File: src/rtl/tag_req_scheduler.sv
// tag_req_scheduler: walks a programmed tile loop, issuing one fresh tag request per tile followed by
// reuse_cnt reuse requests, flags the last store, waits for the tag sync block to drain, then signals
// block_done and done. Define TAG_SCHED_PERF_EN to add the stall_cycles/drain_cycles counters.
module tag_req_scheduler #(
    parameter int NUM_TAGS            = 2,
    parameter int TAG_W               = $clog2(NUM_TAGS),
    parameter int TILE_CNT_W          = 16,
    parameter int TAG_REUSE_COUNTER_W = 3
) (
    input  logic                           clk,
    input  logic                           reset,
    input  logic                           start,
    input  logic                           abort,
    input  logic [TILE_CNT_W-1:0]          cfg_num_tiles,
    input  logic [TAG_REUSE_COUNTER_W-1:0] cfg_reuse_cnt,
    input  logic                           cfg_bias_prev_sw,
    input  logic                           cfg_ddr_pe_sw,
    output logic                           busy,
    output logic                           done,
    output logic                           tag_req,
    output logic                           tag_reuse,
    output logic                           tag_bias_prev_sw,
    output logic                           tag_ddr_pe_sw,
    input  logic                           tag_ready,
    input  logic [TAG_W-1:0]               tag,
    input  logic                           tag_done,
    output logic                           last_store_en,
    output logic                           block_done,
    output logic                           issue_valid,
    output logic [TAG_W-1:0]               issue_tag,
`ifdef TAG_SCHED_PERF_EN
    output logic [TILE_CNT_W-1:0]          tile_idx,
    output logic [31:0]                    stall_cycles,
    output logic [31:0]                    drain_cycles
`else
    output logic [TILE_CNT_W-1:0]          tile_idx
`endif
);
    typedef enum logic [1:0] {IDLE, REQ, DRAIN, FIN} state_t;

    state_t                         state, state_nxt;
    logic [TILE_CNT_W-1:0]          num_tiles;
    logic [TAG_REUSE_COUNTER_W-1:0] reuse_cnt, req_idx;
    logic                           bias_prev_sw, ddr_pe_sw;
    logic                           launch, accept, last_req;

    assign last_req = (tile_idx == num_tiles - TILE_CNT_W'(1)) && (req_idx == reuse_cnt);

    // state register
    always_ff @(posedge clk) begin
        if (reset) state <= IDLE;
        else       state <= state_nxt;
    end

    // next-state decode and request-side outputs; tag_req is gated by reset so it drops at once
    always_comb begin
        state_nxt        = state;
        busy             = 1'b0;
        tag_req          = 1'b0;
        tag_reuse        = 1'b0;
        tag_bias_prev_sw = 1'b0;
        tag_ddr_pe_sw    = 1'b0;
        accept           = 1'b0;
        issue_valid      = 1'b0;
        issue_tag        = '0;
        launch           = 1'b0;
        case (state)
            IDLE: begin
                launch = start;
                if (start) state_nxt = (cfg_num_tiles == '0) ? FIN : REQ;
            end
            REQ: begin
                busy             = 1'b1;
                tag_req          = !reset;
                tag_reuse        = tag_req && (req_idx != '0);
                tag_bias_prev_sw = tag_req && bias_prev_sw && (tile_idx != '0);
                tag_ddr_pe_sw    = tag_req && ddr_pe_sw;
                accept           = tag_req && tag_ready;
                issue_valid      = accept;
                issue_tag        = accept ? tag : '0;
                if (abort)                  state_nxt = IDLE;
                else if (accept && last_req) state_nxt = DRAIN;
            end
            DRAIN: begin
                busy = 1'b1;
                if (abort)         state_nxt = IDLE;
                else if (tag_done) state_nxt = FIN;
            end
            default: begin
                busy      = 1'b1;
                state_nxt = IDLE;
            end
        endcase
    end

    // latched configuration and tile/request counters; abort wins over a same-cycle accept
    always_ff @(posedge clk) begin
        if (reset) begin
            num_tiles    <= '0;
            reuse_cnt    <= '0;
            bias_prev_sw <= 1'b0;
            ddr_pe_sw    <= 1'b0;
            tile_idx     <= '0;
            req_idx      <= '0;
        end else if (launch) begin
            num_tiles    <= cfg_num_tiles;
            reuse_cnt    <= cfg_reuse_cnt;
            bias_prev_sw <= cfg_bias_prev_sw;
            ddr_pe_sw    <= cfg_ddr_pe_sw;
            tile_idx     <= '0;
            req_idx      <= '0;
        end else if (accept && !abort) begin
            req_idx  <= (req_idx == reuse_cnt) ? '0 : req_idx + TAG_REUSE_COUNTER_W'(1);
            tile_idx <= (req_idx == reuse_cnt) ? tile_idx + TILE_CNT_W'(1) : tile_idx;
        end
    end

    // registered one-cycle completion pulses, suppressed by abort
    always_ff @(posedge clk) begin
        if (reset) begin
            last_store_en <= 1'b0;
            block_done    <= 1'b0;
            done          <= 1'b0;
        end else begin
            last_store_en <= accept && last_req && !abort;
            block_done    <= (state == DRAIN) && tag_done && !abort;
            done          <= (state == FIN) && !abort;
        end
    end

`ifdef TAG_SCHED_PERF_EN
    // saturating counters of stalled request cycles and drain cycles, cleared by a launch
    always_ff @(posedge clk) begin
        if (reset || launch) begin
            stall_cycles <= '0;
            drain_cycles <= '0;
        end else begin
            if (state == REQ && !tag_ready && stall_cycles != '1) stall_cycles <= stall_cycles + 32'd1;
            if (state == DRAIN && drain_cycles != '1)              drain_cycles <= drain_cycles + 32'd1;
        end
    end
`endif

endmodule

File: config.mk
export PLATFORM = sky130hd
export DESIGN_NAME = tag_req_scheduler
export DESIGN_NICKNAME = d
export VERILOG_FILES = /design/src/rtl/tag_req_scheduler.sv
export SDC_FILE = /design/constraint.sdc
export NUM_CORES = 1
export LEC_CHECK = 0
export CORE_MARGIN = 8
export CORE_UTILIZATION = 52
export CTS_CLUSTER_DIAMETER = 120
export DETAILED_ROUTE_END_ITERATION = 10
export PLACE_DENSITY = 0.9
export SYNTH_ARGS = -nofsm -noshare
export SYNTH_HDL_FRONTEND = slang
export SYNTH_SLANG_ARGS = --single-unit
File: constraint.sdc
create_clock -name clk -period 2.3 [get_ports clk]
set_input_delay 0.46 -clock clk [delete_from_list [all_inputs] [get_ports clk]]
set_output_delay 0.46 -clock clk [all_outputs]
set_load 0.01 [all_outputs]
### After elaboration in Yosys (flattened, before gate mapping)

Cells that the tools add are included.

| storage, ports and cells | value |
|---|---|
| register bits | 45 |
| bits of input ports | 28 |

| operators by class | value |
|---|---|
| equality and inequality tests | 8 |
| $add $sub $neg | 3 |
| mux-type cells | 17 |
| reductions and logical operators | 22 |

Operators by type and width:

| cell | number |
|---|---|
| $add 16x1->16 const B | 1 |
| $eq 16x16->1 | 1 |
| $logic_not 16->1 | 1 |
| $reduce_bool 16->1 | 1 |
| $sub 16x1->16 const B | 1 |
| $logic_and 1x1->1 | 13 |
| $mux 2 | 6 |
| $mux 1 | 9 |
| $ne 3x3->1 const B | 2 |
| $pmux 2 s3 | 1 |
| $eq 2x2->1 const B | 2 |
| $add 3x1->3 const B | 1 |
| $eq 3x3->1 | 1 |
| $mux 3 | 1 |
| $reduce_and 3->1 | 1 |
| $reduce_bool 3->1 | 1 |
| $eq 2x1->1 const B | 1 |
| $logic_not 1->1 | 2 |
| $logic_not 2->1 | 1 |
| $ne 2x2->1 const B | 1 |
| $reduce_and 2->1 | 1 |
| $reduce_or 2->1 | 1 |

### Longest topological paths before layout

| depth | value |
|---|---|
| depth in word-level cells | 7 |
| mapped depth | 8 |

### Worst setup path before layout

No wires, ideal clock.

| path | value |
|---|---|
| path type | register to register |
| from | reg num_tiles[0] |
| to | reg state[0] |
| buffers on the path | 0 |
| slack | 331 ps |
| data required time | 2,185 ps |
| data arrival time | 1,854 ps |
| stages on the path, launching flop included | 9 |
| cell sequence | dfxtp_1 -> inv_1 -> ha_1 -> nor4b_4 -> or3_1 -> a21oi_2 -> nor3_2 -> or3_1 -> o21a_1 |

| between the ends | value |
|---|---|
| word-level cells in the longest chain between the ends | 6 |

RTL lines:

| item | line | source |
|---|---|---|
| start, declared | 42 | `logic [TILE_CNT_W-1:0] num_tiles;` |
| start signal, assigned | 106 | `num_tiles <= cfg_num_tiles;` |
| $sub 16x1->16 | 47 | `assign last_req = (tile_idx == num_tiles - TILE_CNT_W'(1)) && (req_idx == reuse_cnt);` |
| $eq 16x16->1 | 47 |  |
| $logic_and 1x1->1 | 47 |  |
| $logic_and 1x1->1 | 82 | `else if (accept && last_req) state_nxt = DRAIN;` |
| $ne 3x3->1 (no line) | - |  |
| $reduce_and 3->1 (no line) | - |  |
| end signal, assigned | 52 | `else state <= state_nxt;` |
| end, declared | 41 | `state_t state, state_nxt;` |

Every way passes these cells.
A chain may end at the register's enable or synchronous reset.

### Worst setup path in the final report

| path | value |
|---|---|
| from | in reset |
| to | out tag_ddr_pe_sw |

| between the ends | value |
|---|---|
| word-level cells in the longest chain between the ends | 3 |

RTL lines:

| item | line | source |
|---|---|---|
| start, declared | 11 | `input logic reset,` |
| $logic_not 1->1 | 74 | `tag_req = !reset;` |
| $logic_and 1x1->1 | 77 | `tag_ddr_pe_sw = tag_req && ddr_pe_sw;` |
| $mux 1 | 67 | `case (state)` |
| end, declared | 23 | `output logic tag_ddr_pe_sw,` |

Every way passes these cells.

==> results.yml <==
worst_setup_path:
  crit_path_cell_trace: "clkdlybuf4s50_1 > nor2_4 > and2_1 > clkdlybuf4s50_1"
  crit_path_start_kind: "input port"
  worst-setup-path-type: "in -> out"
  cp_slowest_cell: "clkdlybuf4s50_1"
  worstPathRequired_ns: 1.84
  crit_top_cell: "clkdlybuf4s50_1"
  end_kind: "output pin"
  cp_max_fo: 5
  critPathArrivalTime_ns: 1.78
  slowest_delay_ns: 0.53
status:
  outcome: "finished clean"
global_routing:
  antenna_found_initial: 0
  grt_pass1_wl_um: 12050
  grt_pass1_vias: 2626
  track_usage: 0.1929
  grt_start_max_net_pins: 25
  overflow: 0
yosys:
  yosys_warnings: 0
  synth.net_count: 374
  yosysTopAreaCellShare: 0.3306
  ys_seq_elements: 45
  synthTopCellsByCount: "nand2_1, dfxtp_1, a21oi_1"
  dominantRegCellSynth: "dfxtp_1"
  yosysUniqueCellTypes: 49
  avgSynthCellArea_um2: 7.992
  synth_edf_count: 0
  yosys.area.top_type: "dfxtp_1"
  synth_area_um2: 2725
  synth_area_leaders: "dfxtp_1, nand2_1, xnor2_1"
  ys_seq_area_frac: 0.3306
  syn_inst: 341
  synthArstFlopShare: 0
  synth.most_common_cell: "nand2_1"
timing:
  setup_viol: 0
  rsz0062_at_grt: "false"
  min_period_ns: 2.238
  fmax_mhz: 446.9
  timing_hold_violations_final: 0
  period_share: 0.9729
  drv_slew: 0
  skew_ns: 0.01001
  maxSlewHeadroom: 0.6525
  tightest_slew_ns: 0.5198
job:
  cap_violations: 0
final_layout:
  multi_input_area_um2: 1704
  area.sequential_um2: 900.9
  nFillCells: 406
  n_antenna_cell: 0
  drive_gt1_frac: 0.1393
  utilization: 0.7000
  nNetsFinal: 434
  final_cells: 472
  area_growth_pct: 30.35
route:
  ant_nets: 0
  dr.pass1.iters: 4
  wirelength_um: 7150
  avgViaCountPerCell: 5.538
  vias: 2614
  drtIter0Drc: 172
  drcViolationCount: 0
  wl_per_cell_um: 15.15
cts:
  post-cts-setup-buffers: 0
  clkTransAtPathRegs_ns: 0.08
  cts_sinks: 45
  cts_buffers: 5
  ctsHoldBuffers: 0
  cts_tree: "done"
  clock_latency_ns: 0.31
  ctsHtreeMaxLevel: 2
  cts_root_buf: "clkbuf_8"
  cts_buffer_depth: 2
place:
  dpl.hpwl_um: 5526
  dp_cells: 464
  portBuffers: 53
  gp_congestion: 0.8435
die:
  rows: 26
  io_pins: 54
  core_um2: 5075
  die_h_um: 88.39
  die-area_um2: 7813
  initial_utilization: 0.5370
  dieWidth_um: 88.39
power_and_ir_drop:
  p_per_area_nw_per_um2: 560.7
  p_leak_nw: 1.314
  ir_worst_vdd_uv: 433.2
worst_hold_path:
  hp-class: "reg -> reg"
layer usage:
| layer | share of wire | vias to the layer above | track usage |
|---|---|---|---|
| met2 | 0.51 | 78 | 0.3408 |
| met1 | 0.41 | 1233 | 0.2270 |
| met4 | 0.014 | 0 | 0.06452 |
| met3 | 0.060 | 11 | 0.03621 |
| li1 | - | 1292 | - |
| met5 | 0 | - | 0 |
cells by family after synthesis:
logic type	synth area share
AND/OR/NAND/NOR	0.3673
AO/OA/AOI/OAI	0.1166
flip-flops	0.3306
XOR/XNOR	0.1061
buffers and inverters	0.05647
adder cells (fa/ha/maj)	0.02296
what timing repair did:
| item | 4_1_cts | 5_1_grt |
|---|---|---|
| endpoints found under the setup margin | 5 | 6 |
| resized for setup | 4 | 7 |
| pin swaps | 1 | 0 |
worst max-delay path, delay by kind of cell:
family        cells  cell delay (ns)
buf+inv           2             1.00
simple gates      2             0.31
layout make-up:
class | instances | share of cell area
clock buffer | 5 | 0.01937
sequential | 45 | 0.2536
inverter | 12 | 0.01268
multi-input combinational | 264 | 0.4797
timing repair buffer | 73 | 0.1916
tap | 70 | 0.02466
clock inverter | 3 | 0.01832
state kept, by name, indices dropped and copies added, names as in the netlist:
| signal | flops |
|---|---|
| bias_prev_sw | 1 |
| req_idx | 3 |
| last_store_en | 1 |
| num_tiles | 16 |
| ddr_pe_sw | 1 |
| reuse_cnt | 3 |
| done | 1 |
| block_done | 1 |
| tile_idx | 16 |
| state | 2 |
power breakdown:
group          switching (mW)  internal (mW)  leakage [nW]
Clock                   0.272          0.431        0.0681
Combinational           0.232          0.202         0.880
Sequential             0.0433          0.810         0.366
Total                   0.547           1.44          1.31
cells in the final DEF (no fill, tap or decap), types with 3 or more instances in the layout:
| master | Yosys | routed |
|---|---|---|
| nor4_1 | 6 | 5 |
| nor4_2 | 4 | 5 |
| nand4_1 | 5 | 5 |
| nor3_2 | 4 | 4 |
| ha_1 | 5 | 3 |
| nor3_1 | 10 | 10 |
| and3_1 | 6 | 6 |
| dfxtp_1 | 45 | 45 |
| nand3_1 | 9 | 9 |
| nand2_1 | 58 | 58 |
| nand2b_1 | 4 | 4 |
| and2_1 | 4 | 4 |
| nand3b_1 | 4 | 4 |
| buf_4 | 0 | 20 |
| xnor2_1 | 24 | 24 |
| nor2_1 | 30 | 29 |
| xor2_1 | 9 | 9 |
| nor2b_1 | 3 | 3 |
| o21ai_1 | 3 | 3 |
| clkbuf_8 | 0 | 5 |
| o21ai_0 | 7 | 7 |
| or3_1 | 6 | 6 |
| a21oi_1 | 32 | 32 |
| clkdlybuf4s50_1 | 0 | 50 |
| inv_1 | 12 | 11 |
worst paths after layout:
| kind | cells past startpoint | slack, ns | start | endpoint |
|---|---|---|---|---|
| setup reg to reg | 8 | 0.18 | num_tiles[1] | state[0] |
| hold reg to reg | 2 | 0.46 | bias_prev_sw | bias_prev_sw |
| setup / recovery | 4 | 0.06 | reset | tag_ddr_pe_sw |
| hold / removal | 2 | 0.46 | bias_prev_sw | bias_prev_sw |
stage by stage:
step	TNS (ns)	hold slack [ns]	worst slack, ns	power (mW)	cell area [um2]
finish	0	0.4627	0.06224	1.992	3552
global route	0	0.5000	0.01063	2.076	3552
global placement	0	0.4547	0.009372	1.275	3385
floorplan	0	0.4317	0.3314	1.157	2725
detailed placement	-0.1374	0.4523	-0.06492	1.292	3385
CTS	0	0.4630	0.001441	1.988	3525
(Power assumes the default switching activity.)
